**src/rtl/line_raster_pkg.sv**
```systemverilog
// line_raster_pkg: shared state type and datapath widths for line raster primitives
package line_raster_pkg;
    typedef enum logic [1:0] {IDLE, SETUP, DRAW, DONE} state_t;
    localparam int ERR_W = 14;
    localparam int HW = 11;
    localparam int VW = 10;
endpackage

```
**src/rtl/line_step.sv**
```systemverilog
// line_step: one combinational Bresenham step on position, framebuffer address and error term
module line_step
    import line_raster_pkg::*;
#(
    parameter int FB_WIDTH = 320,
    parameter int ADDR_W = 16
) (
    input  logic [HW-1:0]           x,
    input  logic [VW-1:0]           y,
    input  logic [ADDR_W-1:0]       addr,
    input  logic signed [ERR_W-1:0] err,
    input  logic signed [11:0]      dx,
    input  logic signed [11:0]      dy,
    input  logic                    sx,
    input  logic                    sy,
    output logic [HW-1:0]           nx,
    output logic [VW-1:0]           ny,
    output logic [ADDR_W-1:0]       naddr,
    output logic signed [ERR_W-1:0] nerr
);
    localparam logic [ADDR_W-1:0] ROW = ADDR_W'(FB_WIDTH);
    logic signed [ERR_W-1:0] e2, dx_e, dy_e;
    logic step_x, step_y;
    assign dx_e = {{(ERR_W-12){dx[11]}}, dx};
    assign dy_e = {{(ERR_W-12){dy[11]}}, dy};
    assign e2 = err <<< 1;
    assign step_x = e2 >= dy_e;
    assign step_y = e2 <= dx_e;
    assign nx = step_x ? (sx ? x - 1'b1 : x + 1'b1) : x;
    assign ny = step_y ? (sy ? y - 1'b1 : y + 1'b1) : y;
    // address wraps modulo 2^ADDR_W off-screen and becomes exact again once back on-screen
    assign naddr = addr + (step_x ? (sx ? '1 : ADDR_W'(1)) : '0) + (step_y ? (sy ? -ROW : ROW) : '0);
    assign nerr = err + (step_x ? dy_e : '0) + (step_y ? dx_e : '0);
endmodule

```
**src/rtl/line_raster_writer.sv**
```systemverilog
// line_raster_writer: walks a line segment once and streams one clipped framebuffer write per pixel
module line_raster_writer
    import line_raster_pkg::*;
#(
    parameter int          FB_WIDTH  = 320,
    parameter int          FB_HEIGHT = 180,
    parameter logic [23:0] COLOR     = 24'hFF_FF_FF,
    parameter int          ADDR_W    = $clog2(FB_WIDTH * FB_HEIGHT)
) (
    input  logic              clk_in,
    input  logic              rst_n_in,
    input  logic              start_in,
    input  logic [10:0]       x1_in,
    input  logic [9:0]        y1_in,
    input  logic [10:0]       x2_in,
    input  logic [9:0]        y2_in,
    output logic              busy_out,
    output logic              done_out,
    output logic              pix_valid_out,
    input  logic              pix_ready_in,
    output logic [10:0]       pix_x_out,
    output logic [9:0]        pix_y_out,
    output logic [ADDR_W-1:0] pix_addr_out,
    output logic [23:0]       pix_color_out
);
    localparam logic [HW-1:0] W_LIM = HW'(FB_WIDTH);
    localparam logic [VW-1:0] H_LIM = VW'(FB_HEIGHT);
    state_t state;
    logic [HW-1:0] x2_q, nx;
    logic [VW-1:0] y2_q, ny;
    logic signed [11:0] dx, dy, xd, yd;
    logic signed [ERR_W-1:0] err, nerr;
    logic [ADDR_W-1:0] naddr;
    logic sx, sy, consume, last;
    assign pix_color_out = COLOR;
    assign xd = {1'b0, x2_q} - {1'b0, pix_x_out};
    assign yd = {2'b0, y2_q} - {2'b0, pix_y_out};
    assign consume = !pix_valid_out || pix_ready_in;
    assign last = pix_x_out == x2_q && pix_y_out == y2_q;

    line_step #(.FB_WIDTH(FB_WIDTH), .ADDR_W(ADDR_W)) u_step (
        .x(pix_x_out), .y(pix_y_out), .addr(pix_addr_out), .err(err),
        .dx(dx), .dy(dy), .sx(sx), .sy(sy),
        .nx(nx), .ny(ny), .naddr(naddr), .nerr(nerr)
    );

    always_ff @(posedge clk_in or negedge rst_n_in) begin
        if (!rst_n_in) begin
            state <= IDLE;
            busy_out <= 1'b0;
            done_out <= 1'b0;
            pix_valid_out <= 1'b0;
            pix_x_out <= '0;
            pix_y_out <= '0;
            pix_addr_out <= '0;
            x2_q <= '0;
            y2_q <= '0;
            dx <= '0;
            dy <= '0;
            err <= '0;
            sx <= 1'b0;
            sy <= 1'b0;
        end else begin
            case (state)
                IDLE: if (start_in) begin
                    pix_x_out <= x1_in;
                    pix_y_out <= y1_in;
                    x2_q <= x2_in;
                    y2_q <= y2_in;
                    busy_out <= 1'b1;
                    state <= SETUP;
                end
                SETUP: begin
                    dx <= xd[11] ? -xd : xd;
                    dy <= yd[11] ? yd : -yd;
                    err <= ERR_W'(xd[11] ? -xd : xd) + ERR_W'(yd[11] ? yd : -yd);
                    sx <= xd[11];
                    sy <= yd[11];
                    pix_addr_out <= ADDR_W'(int'(pix_y_out) * FB_WIDTH + int'(pix_x_out));
                    pix_valid_out <= pix_x_out < W_LIM && pix_y_out < H_LIM;
                    state <= DRAW;
                end
                DRAW: if (consume) begin
                    if (last) begin
                        pix_valid_out <= 1'b0;
                        done_out <= 1'b1;
                        state <= DONE;
                    end else begin
                        pix_x_out <= nx;
                        pix_y_out <= ny;
                        pix_addr_out <= naddr;
                        err <= nerr;
                        pix_valid_out <= nx < W_LIM && ny < H_LIM;
                    end
                end
                default: begin
                    done_out <= 1'b0;
                    busy_out <= 1'b0;
                    state <= IDLE;
                end
            endcase
        end
    end
endmodule

```
**config.mk**
```make
export PLATFORM = sky130hd
export DESIGN_NAME = line_raster_writer
export DESIGN_NICKNAME = d
export VERILOG_FILES = /design/src/rtl/line_raster_pkg.sv /design/src/rtl/line_step.sv /design/src/rtl/line_raster_writer.sv
export SDC_FILE = /design/constraint.sdc
export NUM_CORES = 1
export LEC_CHECK = 0
export CELL_PAD_IN_SITES_DETAIL_PLACEMENT = 1
export CELL_PAD_IN_SITES_GLOBAL_PLACEMENT = 1
export CORE_UTILIZATION = 45
export CTS_BUF_LIST = sky130_fd_sc_hd__clkbuf_4
export DETAILED_ROUTE_END_ITERATION = 10
export PLACE_DENSITY_LB_ADDON = 0.1
export SLEW_MARGIN = 20
export SYNTH_ARGS = -nofsm -noshare
export SYNTH_HDL_FRONTEND = slang
export SYNTH_SLANG_ARGS = --single-unit
export TNS_END_PERCENT = 50
```
**constraint.sdc**
```tcl
create_clock -name clk_in -period 7.2 [get_ports clk_in]
set_input_delay 0.72 -clock clk_in [delete_from_list [all_inputs] [get_ports clk_in]]
set_output_delay 0.72 -clock clk_in [all_outputs]
set_load 0.02 [all_outputs]
```
==> run metrics, run 1 <==
Port Buffers 85; crit end category flop; clk sinks 102; number of global-route vias before repair about 9,500; fin crit period 5.50 ns; CP max stage cell nor2_1; post-synthesis sequential area ratio 0.245; Commonest cells post-synth 136 x ha_1, 102 x dfrtp_1, 100 x a21oi_1; CTS max path bufs 2; crit-path max cell delay around 0.6 ns; Via-to-Cell Ratio 5.79; CTS clock-pin slew for the worst setup and hold paths 0.19 ns; # hold bufs at CTS 0; RR Startpoint pix_y_out[2]; Slew @ Worst Pin 0.930 ns; fill count ~2,700; count leader, synth ha_1; CTS Buf Count 9; top cells by area, synth dfrtp_1 25%, ha_1 16%, xnor2_1 5.3%, a21oi_1 4.8%, fa_1 4.6%; I/O pin count 110; Mean Syn Cell Area 8.58 µm²; main flop type after synthesis dfrtp_1; WP data arrival 5.90 ns; Total GRT Usage 0.283; data required time of the worst path 7.60 ns; share of post-route cells with drive strength above 1 0.0531; count of final setup violators 0; Final #Nets ~1,500; core area between 20,000 and 25,000 µm²; Die Ht 154 µm; Final Max Tran Viols 0; Fmax 0.182 GHz; Initial Util 0.460; drt drc 0; clk_lat worst skew around 0.52 ns; Layout area overhead 11.4%; Mapped Area 10,400 µm²; cts repair resizes 0; Yosys cell types 72; postcts setup bufs 0; Fin. Hold Viols 0; total of max-cap violations 0; flop2flop setup slack 1.70 ns; die area roughly 24,000 µm²; Die Wd 154 µm; Post-synth EDFFs 0; largest net degree at the start of global routing 62; drt wl/cell 20.6 µm; initial antenna violation count 1; CP startpoint kind flop; crit path max fanout 12; Max transition margin 0.380; setup TNS 0 ns; worst path cell trace inv_1 > ha_1 > nor2b_1 > o211a_1 > o31a_1 > o21a_1 > nor2_1 > mux2i_1 > fa_1 > a21oi_1 > o21ai_1 > o311ai_1 > a21oi_1 > or2_2 > a31oi_1 > mux2i_1 > o311a_1 > a221o_1; worst hold path type primary input to async pin; Synth async-reset ratio 1.00; kind of critical path flop to flop; Clock Skew around 0.024 ns; Site Rows 55; placer's final routability congestion estimate 0.906; via count a little over 9,000; DRT iter0 DRCs 413; CTS tree done; RSZ-0062 raised after global routing no; Yosys top cell area share 0.245; Tcrit/Tclk final 0.763; dpl ws between 1.5 and 2 ns; post-route setup slack between 1.5 and 2 ns; FF+latch count, synth 102; status finished clean; Crit. Startpoint pix_y_out[2]; final WL around 32,000 µm; Mapped Cells 1,213; DR pass1 iterations 5; DP HPWL 25,100 µm; Layout Utilization 0.512; GR Overflow Total 0; H-tree levels 3; first-pass GRT wire length 52,200 µm; synth warn 0; leading area contributor after synthesis dfrtp_1; remaining antenna violation count 0; clk root buf clkbuf_4
## registers in the layout (all words and copies together) (netlist names)
register       cells
dy                12
busy_out           1
pix_valid_out      1
sy                 1
err               13
dx                12
state              2
x2_q              11
done_out           1
pix_x_out         11
pix_addr_out      16
pix_y_out         10
sx                 1
y2_q              10
## area by class of cell
| type | instances | area, µm² | share of cell area |
|---|---|---|---|
| timing repair buffer | 95 | 923 | 0.0796 |
| antenna | 1 | 2.50 | 0.000216 |
| inverter | 87 | 327 | 0.0282 |
| multi-input combinational | 980 | 7280 | 0.627 |
| clock buffer | 10 | 75.1 | 0.00647 |
| sequential | 102 | 2550 | 0.220 |
| tap | 285 | 357 | 0.0307 |
| clock inverter | 6 | 85.1 | 0.00733 |
## final timing paths
kind	end	cells after the start
min in group clk_in	x2_q[0]	1
setup reg to reg	err[12]	18
setup / recovery	err[12]	18
hold reg to reg	x2_q[0]	1
max in group asynchronous	y2_q[1]	2
hold / removal	err[8]	1
## worst max-delay path: cells and delay by family (launching register included)
family | cells | cell delay (ns)
flops | 1 | 0.54
simple gates | 3 | 1.14
buf+inv | 1 | 0.11
mux | 2 | 0.39
compound gates | 10 | 2.29
fa+ha+maj | 2 | 0.91
## through the flow
step	instance area, µm²	hold WS, ns	std cells
floorplan	10500	0.424	1236
global placement	11400	0.492	1549
detailed placement	11400	0.500	1549
CTS	11600	0.201	1565
global route	11600	0.235	1566
finish	11600	0.208	1566
## placed cells by master, fill, tap and decap left out, types with 4 or more instances in the layout
cell type	instances
xor2_1	34
xnor2_1	63
ha_1	135
nor3_1	20
nor2b_1	19
nand3_1	32
nor4_1	7
fa_1	24
o211ai_1	9
nand2b_1	4
clkdlybuf4s50_1	84
conb_1	24
a31oi_1	11
o22ai_1	20
buf_4	11
o41ai_1	5
clkbuf_4	10
o21bai_1	9
o21a_1	14
mux2_2	30
o21ai_0	62
a2111oi_0	4
nand2_1	83
o21ai_1	28
nor2_1	88
a21o_1	25
mux2i_1	8
a21oi_1	99
or3_1	9
o221ai_1	4
and3_1	18
dfrtp_1	102
inv_1	86
nand4_1	6
and2_1	16
a211oi_1	9
o31ai_1	7
## layer usage
layer,routed length (µm),part of all wire,global-route usage,up-vias
li1,-,-,-,4405
met4,887,0.028,0.0890,0
met3,974,0.030,0.0330,39
met2,14800,0.46,0.459,159
met5,0,0,0,-
met1,15600,0.48,0.392,4460
## kinds of logic after synthesis
group / Yosys count / share of synthesized area
AOI/OAI and AO/OA: 339 / 0.203
and+or+nand+nor: 319 / 0.148
adders and majority gates: 160 / 0.210
buffers and inverters: 154 / 0.0661
DFF: 102 / 0.245
xor gates and xnor gates: 99 / 0.0864
muxes: 39 / 0.0412
other: 1 / 0.000360
Power of run 1 is not shown: default switching activity piles up to over one toggle a cycle in this logic, so the estimate is an artifact.
==> run 2, diff against run 1 <==
--- a/config.mk
+++ b/config.mk
@@ -7,7 +7,7 @@
 export LEC_CHECK = 0
 export CELL_PAD_IN_SITES_DETAIL_PLACEMENT = 1
 export CELL_PAD_IN_SITES_GLOBAL_PLACEMENT = 1
-export CORE_UTILIZATION = 45
+export CORE_UTILIZATION = 41
 export CTS_BUF_LIST = sky130_fd_sc_hd__clkbuf_4
 export DETAILED_ROUTE_END_ITERATION = 10
 export PLACE_DENSITY_LB_ADDON = 0.1
==> constraint.sdc (replaced) <==
create_clock -name clk_in -period 4.8 [get_ports clk_in]
set_input_delay 0.48 -clock clk_in [delete_from_list [all_inputs] [get_ports clk_in]]
set_output_delay 0.48 -clock clk_in [all_outputs]
set_load 0.02 [all_outputs]
==> run 2 against run 1 <==
Setup slack worse by 1.6 ns. Maximum frequency rose by 18%. Cell count increased by 6.4%. Clock-buffer cell count unchanged. Sequential share of layout area fell by 1.1 points. Non-clock buffer count grew 61. Critical path depth grew 1. Global-route usage down 1.8 points. Register-to-register slack got worse by 1.6 ns. Worst hold slack lost 0.15 ns. Via count increased by 3.0%. Critical endpoint is now err[9].
==> run metrics, run 2 (same netlist as run 1, synthesis figures left out) <==
Tcrit/Tclk final 0.974 (was 0.763); H-tree levels 3 (unchanged); commonest non-fill, non-tap cell in the layout ha_1 (unchanged); I/O pin count 110 (unchanged); Slew @ Worst Pin 0.929 ns (was 0.930 ns); DP HPWL 26,700 µm (was 25,100 µm); fill count 2,948 (was 2,696); Fin. Hold Viols 0 (unchanged); Site Rows 57 (was 55); Seq. cell area 2560 µm² (was 2550 µm²); Port Buffers 85 (unchanged); remaining antenna violation count 0 (unchanged); largest net degree at the start of global routing 72 (was 62); number of global-route vias before repair 9,790 (was 9,501); Die Ht 161 µm (was 154 µm); # hold bufs at CTS 0 (unchanged); Hold Slack 0.0624 ns (was 0.208 ns); clk_lat worst skew 0.50 ns (was 0.52 ns); Via-to-Cell Ratio 5.60 (was 5.79); multi-input logic area 7450 µm² (was 7280 µm²); first-pass GRT wire length 53,600 µm (was 52,200 µm); crit path max fanout 4 (was 12); fin cells 1,666 (was 1,566); data required time of the worst path 5.17 ns (was 7.60 ns); fin crit period 4.68 ns (was 5.50 ns); commonest cells after routing, fill and taps aside 134 x ha_1, 97 x dfrtp_1, 96 x a21oi_1 (was 135 x ha_1, 102 x dfrtp_1, 99 x a21oi_1); Largest register FFs 16 (unchanged); initial antenna violation count 1 (unchanged); GR Overflow Total 0 (unchanged); Final Max Tran Viols 0 (unchanged); die area 26,000 µm² (was 23,700 µm²); Largest regs pix_addr_out (16), err (13) (unchanged); WP data arrival 5.05 ns (was 5.90 ns); DR pass1 iterations 5 (unchanged); Max transition margin 0.379 (was 0.380); CP startpoint kind flop (unchanged); dpl cells 1,644 (was 1,549); Die Wd 161 µm (was 154 µm); kind of critical path flop to flop (unchanged); Total GRT Usage 0.265 (was 0.283); Layout area overhead 17.9% (was 11.4%); status finished clean (unchanged); via count 9,333 (was 9,063); share of post-route cells with drive strength above 1 0.123 (was 0.0531); Final #Nets 1,542 (was 1,481); CTS clock-pin slew for the worst setup and hold paths 0.19 ns (about the same); clk root buf clkbuf_4 (unchanged); count of final setup violators 0 (unchanged); crit end category flop (unchanged); worst hold path type primary input to async pin (unchanged); CTS tree done (unchanged); Clock Skew 0.0219 ns (was 0.0240 ns); drt wl/cell 20.3 µm (was 20.6 µm); clk sinks 102 (unchanged); CTS Buf Count 9 (unchanged); most flop-heavy register pix_addr_out (unchanged); CTS max path bufs 2 (unchanged); total of max-cap violations 0 (unchanged); core area 24,600 µm² (was 22,600 µm²); DRT iter0 DRCs 482 (was 413); drt drc 0 (unchanged); Fmax 0.214 GHz (was 0.182 GHz); final WL 33,900 µm (was 32,200 µm); setup TNS 0 ns (unchanged); Initial Util 0.423 (was 0.460); placer's final routability congestion estimate 0.894 (was 0.906)
## run 2: cell count changes in the layout (fill, tap and decap cells not counted), sizes merged
cell / change
clkinv: -1
inv: +1
bufinv: -1
clkinvlp: +1
buf: +61
## run 2: worst paths after layout
check                          from  endpoint  slack (ns)  cells after the start
max in group asynchronous  rst_n_in     dx[0]        3.55                      2
min                        rst_n_in    err[7]        0.06                      1
max reg2reg                  err[3]    err[9]        0.12                     19
min reg2reg                 x2_q[8]   x2_q[8]        0.53                      1
max                          err[3]    err[9]        0.12                     19
min in group clk_in         x2_q[8]   x2_q[8]        0.53                      1
## run 2: per-stage QoR
| step | cell area, µm² | util | worst slack, ns |
|---|---|---|---|
| floorplan | 10500 | - | -0.0295 |
| global placement | 11900 | 0.484 | -0.0656 |
| detailed placement | 11900 | 0.484 | -0.211 |
| CTS | 12100 | 0.490 | 0.0125 |
| global route | 12300 | 0.499 | -0.0515 |
| finish | 12300 | 0.499 | 0.124 |
## run 2: worst max-delay path, stage by stage, from the launching register on
cell	delay, ns
dfrtp_2	0.49
ha_1	0.30
a21oi_1	0.13
o221ai_1	0.14
a221o_1	0.39
o211ai_1	0.19
buf_4	0.16
and3_1	0.17
fa_1	0.42
ha_1	0.26
fa_1	0.42
a21o_1	0.19
a21oi_2	0.15
nor2b_1	0.07
o21a_1	0.22
o41ai_4	0.26
xor2_1	0.24
nand2_1	0.12
o21ai_0	0.14
a21oi_1	0.09
## run 2: per-layer routing
metal / vias to the layer above / track usage / wire (µm)
met3: 39 / 0.0303 / 865
li1: 4527 / - / -
met4: 0 / 0.0720 / 751
met1: 4613 / 0.357 / 16000
met5: - / 0 / 0
met2: 154 / 0.449 / 16200
## run 2: timing repair
item | 4_1_cts | 5_1_grt
resized for setup | 3 | 37
pin swaps | 0 | 2
gates cloned | 0 | 0
endpoints found under the setup margin | 6 | 11
buffers inserted | 0 | 5
## run 2: area by class of cell
class	instances	area share
Tap cell	324	0.0330
Multi-Input combinational cell	980	0.607
Clock inverter	6	0.00551
Clock buffer	10	0.00612
Antenna cell	1	0.000204
Inverter	87	0.0266
Timing Repair Buffer	156	0.113
Sequential cell	102	0.209
Power of run 2 is left out for the same reason.
